**config.mk**
```make
export PLATFORM = sky130hd
export DESIGN_NAME = key_mode_sel
export DESIGN_NICKNAME = d
export VERILOG_FILES = /design/src/rtl/led_pkg.sv /design/src/rtl/key_debounce.sv /design/src/rtl/key_mode_sel.sv
export SDC_FILE = /design/constraint.sdc
export NUM_CORES = 1
export LEC_CHECK = 0
export BUFFER_PORTS_ARGS = -buffer_cell sky130_fd_sc_hd__buf_2
export CAP_MARGIN = 30
export CELL_PAD_IN_SITES_DETAIL_PLACEMENT = 1
export CELL_PAD_IN_SITES_GLOBAL_PLACEMENT = 1
export CORE_UTILIZATION = 35
export DETAILED_ROUTE_END_ITERATION = 6
export GPL_ROUTABILITY_DRIVEN = 1
export PLACE_DENSITY = 0.66
export SLEW_MARGIN = 25
export SYNTH_ARGS = -nofsm -noshare
export SYNTH_HDL_FRONTEND = slang
export SYNTH_HIERARCHICAL = 1
export SYNTH_SLANG_ARGS = --single-unit
```
**constraint.sdc**
```tcl
create_clock -name sys_clk -period 3.1 [get_ports sys_clk]
set_clock_uncertainty 0.15 [all_clocks]
set_input_delay 0.62 -clock sys_clk [delete_from_list [all_inputs] [get_ports sys_clk]]
set_output_delay 0.62 -clock sys_clk [all_outputs]
set_load 0.01 [all_outputs]
```
**src/rtl/led_pkg.sv**
```systemverilog
// Shared LED-mode and key-FSM encodings, used by key_mode_sel and the
// downstream LED mode multiplexer.
package led_pkg;

  localparam int unsigned MODE_W = 2;

  typedef enum logic [MODE_W-1:0] {
    MODE_BLINK  = 2'b00,
    MODE_FLOW   = 2'b01,
    MODE_HORSE  = 2'b10,
    MODE_BREATH = 2'b11
  } mode_t;

  typedef enum logic [1:0] {
    ST_IDLE     = 2'b00,
    ST_PRESS_DB = 2'b01,
    ST_HELD     = 2'b10,
    ST_REL_DB   = 2'b11
  } key_state_t;

  // Cyclic step through the four modes; BREATH wraps back to BLINK.
  function automatic mode_t next_mode(input mode_t m);
    return mode_t'(MODE_W'(m + 1'b1));
  endfunction

endpackage

```
**src/rtl/key_debounce.sv**
```systemverilog
// Two-flop synchronizer for the raw key plus the shared stability counter,
// which the key FSM clears or advances each cycle.
module key_debounce #(
  parameter int unsigned CNT_W = 8
) (
  input  logic             sys_clk,
  input  logic             rst,
  input  logic             key_in,
  input  logic             cnt_clr,
  input  logic             cnt_inc,
  output logic             key_s,
  output logic [CNT_W-1:0] cnt
);

  logic sync_q;

  // Flops reset to 1 so an idle (released) key is seen right after reset.
  always_ff @(posedge sys_clk or posedge rst) begin
    if (rst) begin
      sync_q <= 1'b1;
      key_s  <= 1'b1;
    end else begin
      sync_q <= key_in;
      key_s  <= sync_q;
    end
  end

  always_ff @(posedge sys_clk or posedge rst) begin
    if (rst) begin
      cnt <= '0;
    end else if (cnt_clr) begin
      cnt <= '0;
    end else if (cnt_inc) begin
      cnt <= cnt + CNT_W'(1);
    end
  end

endmodule

```
**src/rtl/key_mode_sel.sv**
```systemverilog
// Debounced push-button mode selector: each confirmed press steps the LED
// mode, a long hold forces BLINK.
module key_mode_sel
  import led_pkg::*;
#(
  parameter int unsigned CLK_FREQ    = 50_000_000,
  parameter int unsigned DEBOUNCE_MS = 20,
  parameter int unsigned LONG_MS     = 1000
) (
  input  logic              sys_clk,
  input  logic              rst,
  input  logic              key_in,
  output logic [MODE_W-1:0] mode,
  output logic              mode_chg,
  output logic              key_pressed
);

  localparam int unsigned DB_CYC   = CLK_FREQ / 1000 * DEBOUNCE_MS;
  localparam int unsigned LONG_CYC = CLK_FREQ / 1000 * LONG_MS;
  localparam int unsigned CNT_W    = $clog2(LONG_CYC + 1);

  logic             key_s;
  logic [CNT_W-1:0] cnt;
  logic             cnt_clr_c;
  logic             cnt_inc_c;
  logic             db_hit_c;
  logic             long_hit_c;

  key_state_t state;
  mode_t      mode_q;
  logic       long_done;

  key_debounce #(
    .CNT_W (CNT_W)
  ) u_key_debounce (
    .sys_clk (sys_clk),
    .rst     (rst),
    .key_in  (key_in),
    .cnt_clr (cnt_clr_c),
    .cnt_inc (cnt_inc_c),
    .key_s   (key_s),
    .cnt     (cnt)
  );

  // Hit flags fire on the cycle whose increment would reach N-1.
  assign db_hit_c   = (cnt == CNT_W'(DB_CYC - 2));
  assign long_hit_c = (cnt == CNT_W'(LONG_CYC - 2));

  always_comb begin
    cnt_clr_c = 1'b0;
    cnt_inc_c = 1'b0;
    unique case (state)
      ST_IDLE:     cnt_clr_c = 1'b1;
      ST_PRESS_DB: begin
        if (key_s || db_hit_c) cnt_clr_c = 1'b1;
        else                   cnt_inc_c = 1'b1;
      end
      ST_HELD: begin
        if (key_s)           cnt_clr_c = 1'b1;
        else if (!long_done) cnt_inc_c = 1'b1;
      end
      ST_REL_DB: begin
        if (!key_s || db_hit_c) cnt_clr_c = 1'b1;
        else                    cnt_inc_c = 1'b1;
      end
      default:     cnt_clr_c = 1'b1;
    endcase
  end

  // long_done survives release bounces so a long press forces BLINK once.
  always_ff @(posedge sys_clk or posedge rst) begin
    if (rst) begin
      state       <= ST_IDLE;
      mode_q      <= MODE_BLINK;
      mode_chg    <= 1'b0;
      key_pressed <= 1'b0;
      long_done   <= 1'b0;
    end else begin
      mode_chg <= 1'b0;
      unique case (state)
        ST_IDLE: begin
          if (!key_s) state <= ST_PRESS_DB;
        end
        ST_PRESS_DB: begin
          if (key_s) begin
            state <= ST_IDLE;
          end else if (db_hit_c) begin
            state       <= ST_HELD;
            mode_q      <= next_mode(mode_q);
            mode_chg    <= 1'b1;
            key_pressed <= 1'b1;
            long_done   <= 1'b0;
          end
        end
        ST_HELD: begin
          if (key_s) begin
            state <= ST_REL_DB;
          end else if (!long_done && long_hit_c) begin
            long_done <= 1'b1;
            if (mode_q != MODE_BLINK) begin
              mode_q   <= MODE_BLINK;
              mode_chg <= 1'b1;
            end
          end
        end
        ST_REL_DB: begin
          if (!key_s) begin
            state <= ST_HELD;
          end else if (db_hit_c) begin
            state       <= ST_IDLE;
            key_pressed <= 1'b0;
          end
        end
        default: state <= ST_IDLE;
      endcase
    end
  end

  assign mode = mode_q;

endmodule

```
==> results.tsv <==
metric	value	unit
status	finished, final reports clean	
Startpoint Class	register	
root buffer cell	clkbuf_8	
Final Critical Period	2.83	ns
Worst Path Arrival	2.89	ns
syn_nets	234	
row count	28	
Leakage	1.08	nW
crit-path leading delay family	simple AND/OR/NAND/NOR gates	
Final Cycle Share	91.3	%
FF+latch count, synth	35	
worst slew pin tran	0.603	ns
Tot GR Track Use	17.5	%
CORE AREA	6030	µm²
ant diodes	0	
Final Hold Viols	0	
fillers	719	
clock sinks	35	
post-CTS sizing	0	
Die ar.	6710	µm²
GRT busiest layer	met2	
Worst Setup End Kind	register	
Power, Total	0.00131	W
Horiz. Die Dim	81.9	µm
RSZ-0062 raised after global routing	false	
Post-Route WL	5280	µm
Post-synth EDFFs	0	
clock buffer depth	2	
Critical Path RT	3.16	ns
antenna viol nets, final	0	
worst path buffer plus inverter count	0	
setup slack, reg-to-reg	0.27	ns
CTS tree	built	
Detailed Routing Iterations Pass 1	4	
chip height	81.9	µm
Max stage delay on crit path	0.57	ns
Critical R2R Launch	u_key_debounce/cnt[17]	
layout cell share with drive strength beyond 1	16.6	%
largest net degree at the start of global routing	29	
Mapped Area	2230	µm²
Clock Latency Late Sink	0.28	ns
Hold Crit Class	in2async	
global-route wire length before repair	8890	µm
via/cell ratio	5.65	
post-DP HPWL	3630	µm
Initial Utilization	37.1	%
total number of vias	1752	
Overflow after GRT	0	
Post-route DRC	0	
met3 Use GR	3.33	%
post-CTS setup buffers	0	
cts bufs inserted	5	
Critical Path Slowest Stage Cell	or4_1	
Max-Cap Viols	0	
share of synthesized registers carrying an async set or reset	100	%
worst-path cell chain	and4b_1 -> and4_1 -> a21o_1 -> a21oi_2 -> o211a_4 -> nand4_4 -> or4_1 -> a21oi_1	
nets	244	
Worst IR Drop VDD	320	µV
Buffers on Ports	6	
initial antenna violation count	0	
io pins	7	
RR Endpoint	u_key_debounce/cnt[23]	
syn_area_per_cell	9.98	µm²
Worst Reg-to-Reg Cells	8	
# hold bufs at CTS	0	
Iter 0 DRT Violations	74	
worst-path maximum fanout	14	
M2 GR Usage	28.9	%
register area share after synthesis	39.3	%
cell count after synthesis	224	
Setup TNS	0	ns
power density over the cells	537	nW/µm²
count of pins over their slew limit	0	
GPL Wtd Cong	0.737	
most used flip-flop cell after synthesis	dfrtp_1	
top cells by area in the synthesized netlist	dfrtp_1, xor2_1, ha_1	
critical path type	reg2reg	
H-Tree Depth	2	
cell taking the most area after synthesis	dfrtp_1	
final setup fails	0	
met1 Track Usage GR	23.5	%
vias in the first global route	1752	
share of the synthesized area in the top cell type	37.0	%
Max transition margin	59.7	%
Area growth syn-to-layout	9.24	%
Clock Pin Slew Worst Setup and Hold Paths	0.07	ns
maximum clock rate	353	MHz
post-synth cell types	54	
Synth Warn #	6	
WL per Instance	17.0	µm
cell families (layout without fill, tap and decap cells):
group / Yosys count / after routing / synth area share (%)
AOI/OAI and AO/OA: 46 / 46 / 15.2
and+or+nand+nor: 97 / 97 / 30.1
adders and majority gates: 7 / 7 / 3.92
muxes: 4 / 4 / 1.85
buffers and inverters: 23 / 34 / 4.98
DFF: 35 / 35 / 39.3
xor gates and xnor gates: 12 / 12 / 4.70
synthesized netlist by cell type, drive strengths merged, types with 4 or more instances:
master   n
nand4   13
nand3   12
and3     6
xor2    11
and4     5
a21oi   14
or4      8
clkbuf   5
ha       7
dfrtp   33
inv     11
o311ai   4
o31ai    8
o21ai    5
nor2    20
nand2   10
buf      7
worst reg2reg max path, delay by kind of cell (launching register included):
| kind | cells | cell delay [ns] |
|---|---|---|
| compound gates | 4 | 0.80 |
| flops | 1 | 0.45 |
| simple gates | 4 | 1.36 |
flip-flops by register name, summed over array words and instances, names as in the netlist, named ones only:
signal                 cells
state                      1
key_pressed                1
u_key_debounce/key_s       1
mode_chg                   1
mode                       2
long_done                  1
u_key_debounce/cnt        26
u_key_debounce/sync_q      1
where the power goes:
group / switching [W] / internal (W)
Sequential: 0.0000348 / 0.000486
Clock: 0.000167 / 0.000158
Combinational: 0.000307 / 0.000158
Total: 0.000509 / 0.000802
metal layers:
metal | share of wire [%] | vias up | wire length, µm
met1 | 49 | 872 | 2600
li1 | - | 859 | -
met3 | 2.0 | 6 | 105
met2 | 48 | 15 | 2530
met4 | 0.80 | 0 | 42
met5 | 0 | - | 0
worst max-delay path by stage:
| stage | to | slack [ns] | depth (start not counted) | from |
|---|---|---|---|---|
| floorplan | u_key_debounce/cnt[24] | 0.39 | 10 | u_key_debounce/cnt[18] |
| global placement | u_key_debounce/cnt[24] | 0.29 | 8 | u_key_debounce/cnt[17] |
| detailed placement | u_key_debounce/cnt[23] | 0.24 | 8 | u_key_debounce/cnt[17] |
| CTS | u_key_debounce/cnt[23] | 0.20 | 8 | u_key_debounce/cnt[17] |
| global route | u_key_debounce/cnt[23] | 0.06 | 8 | u_key_debounce/cnt[17] |
| finish | u_key_debounce/cnt[23] | 0.27 | 8 | u_key_debounce/cnt[17] |
metrics by stage:
stage / hold WS (ns) / util, % / std cells / setup WS (ns) / cell area [µm²]
2_1_floorplan: 0.195 / - / 224 / 0.386 / 2230
3_3_place_gp: 0.197 / 39.1 / 302 / 0.287 / 2360
3_5_place_dp: 0.202 / 39.1 / 302 / 0.244 / 2360
4_1_cts: 0.141 / 40.4 / 310 / 0.197 / 2440
5_1_grt: 0.164 / 40.5 / 310 / 0.0625 / 2440
6_report: 0.136 / 40.5 / 310 / 0.270 / 2440
placed cells by master, fill, tap and decap left out, types with 2 or more instances in the layout:
cell type | netlist | final
and2_1 | 3 | 3
ha_1 | 7 | 7
nand3_1 | 11 | 11
dfrtp_1 | 33 | 33
nor3_1 | 2 | 2
nand4_4 | 3 | 3
nor2b_1 | 3 | 3
nand2_1 | 10 | 10
nor4_1 | 2 | 2
clkbuf_8 | 0 | 5
dfstp_2 | 2 | 2
o31ai_1 | 8 | 8
buf_2 | 4 | 6
a21oi_1 | 14 | 13
nor4b_4 | 2 | 2
clkbuf_1 | 4 | 2
mux2i_1 | 3 | 3
or4_1 | 8 | 8
nand4_1 | 10 | 10
inv_1 | 11 | 11
and4_1 | 4 | 4
buf_4 | 1 | 9
or3_1 | 2 | 2
a21o_1 | 3 | 3
xor2_1 | 11 | 11
and3_1 | 5 | 5
o21ai_0 | 5 | 5
nor2_1 | 20 | 20
and4b_1 | 3 | 3
o311ai_1 | 4 | 4
cell type report:
type	instances	area (µm²)	area share [%]
clock inverter	1	5.00	0.205
clock buffer	7	76.3	3.13
tap	75	93.8	3.84
inverter	11	41.3	1.69
multi-input combinational	166	1250	51.2
sequential	35	878	36.0
timing repair buffer	15	97.6	4.00
No activity file was read; power rests on OpenSTA's default activity.
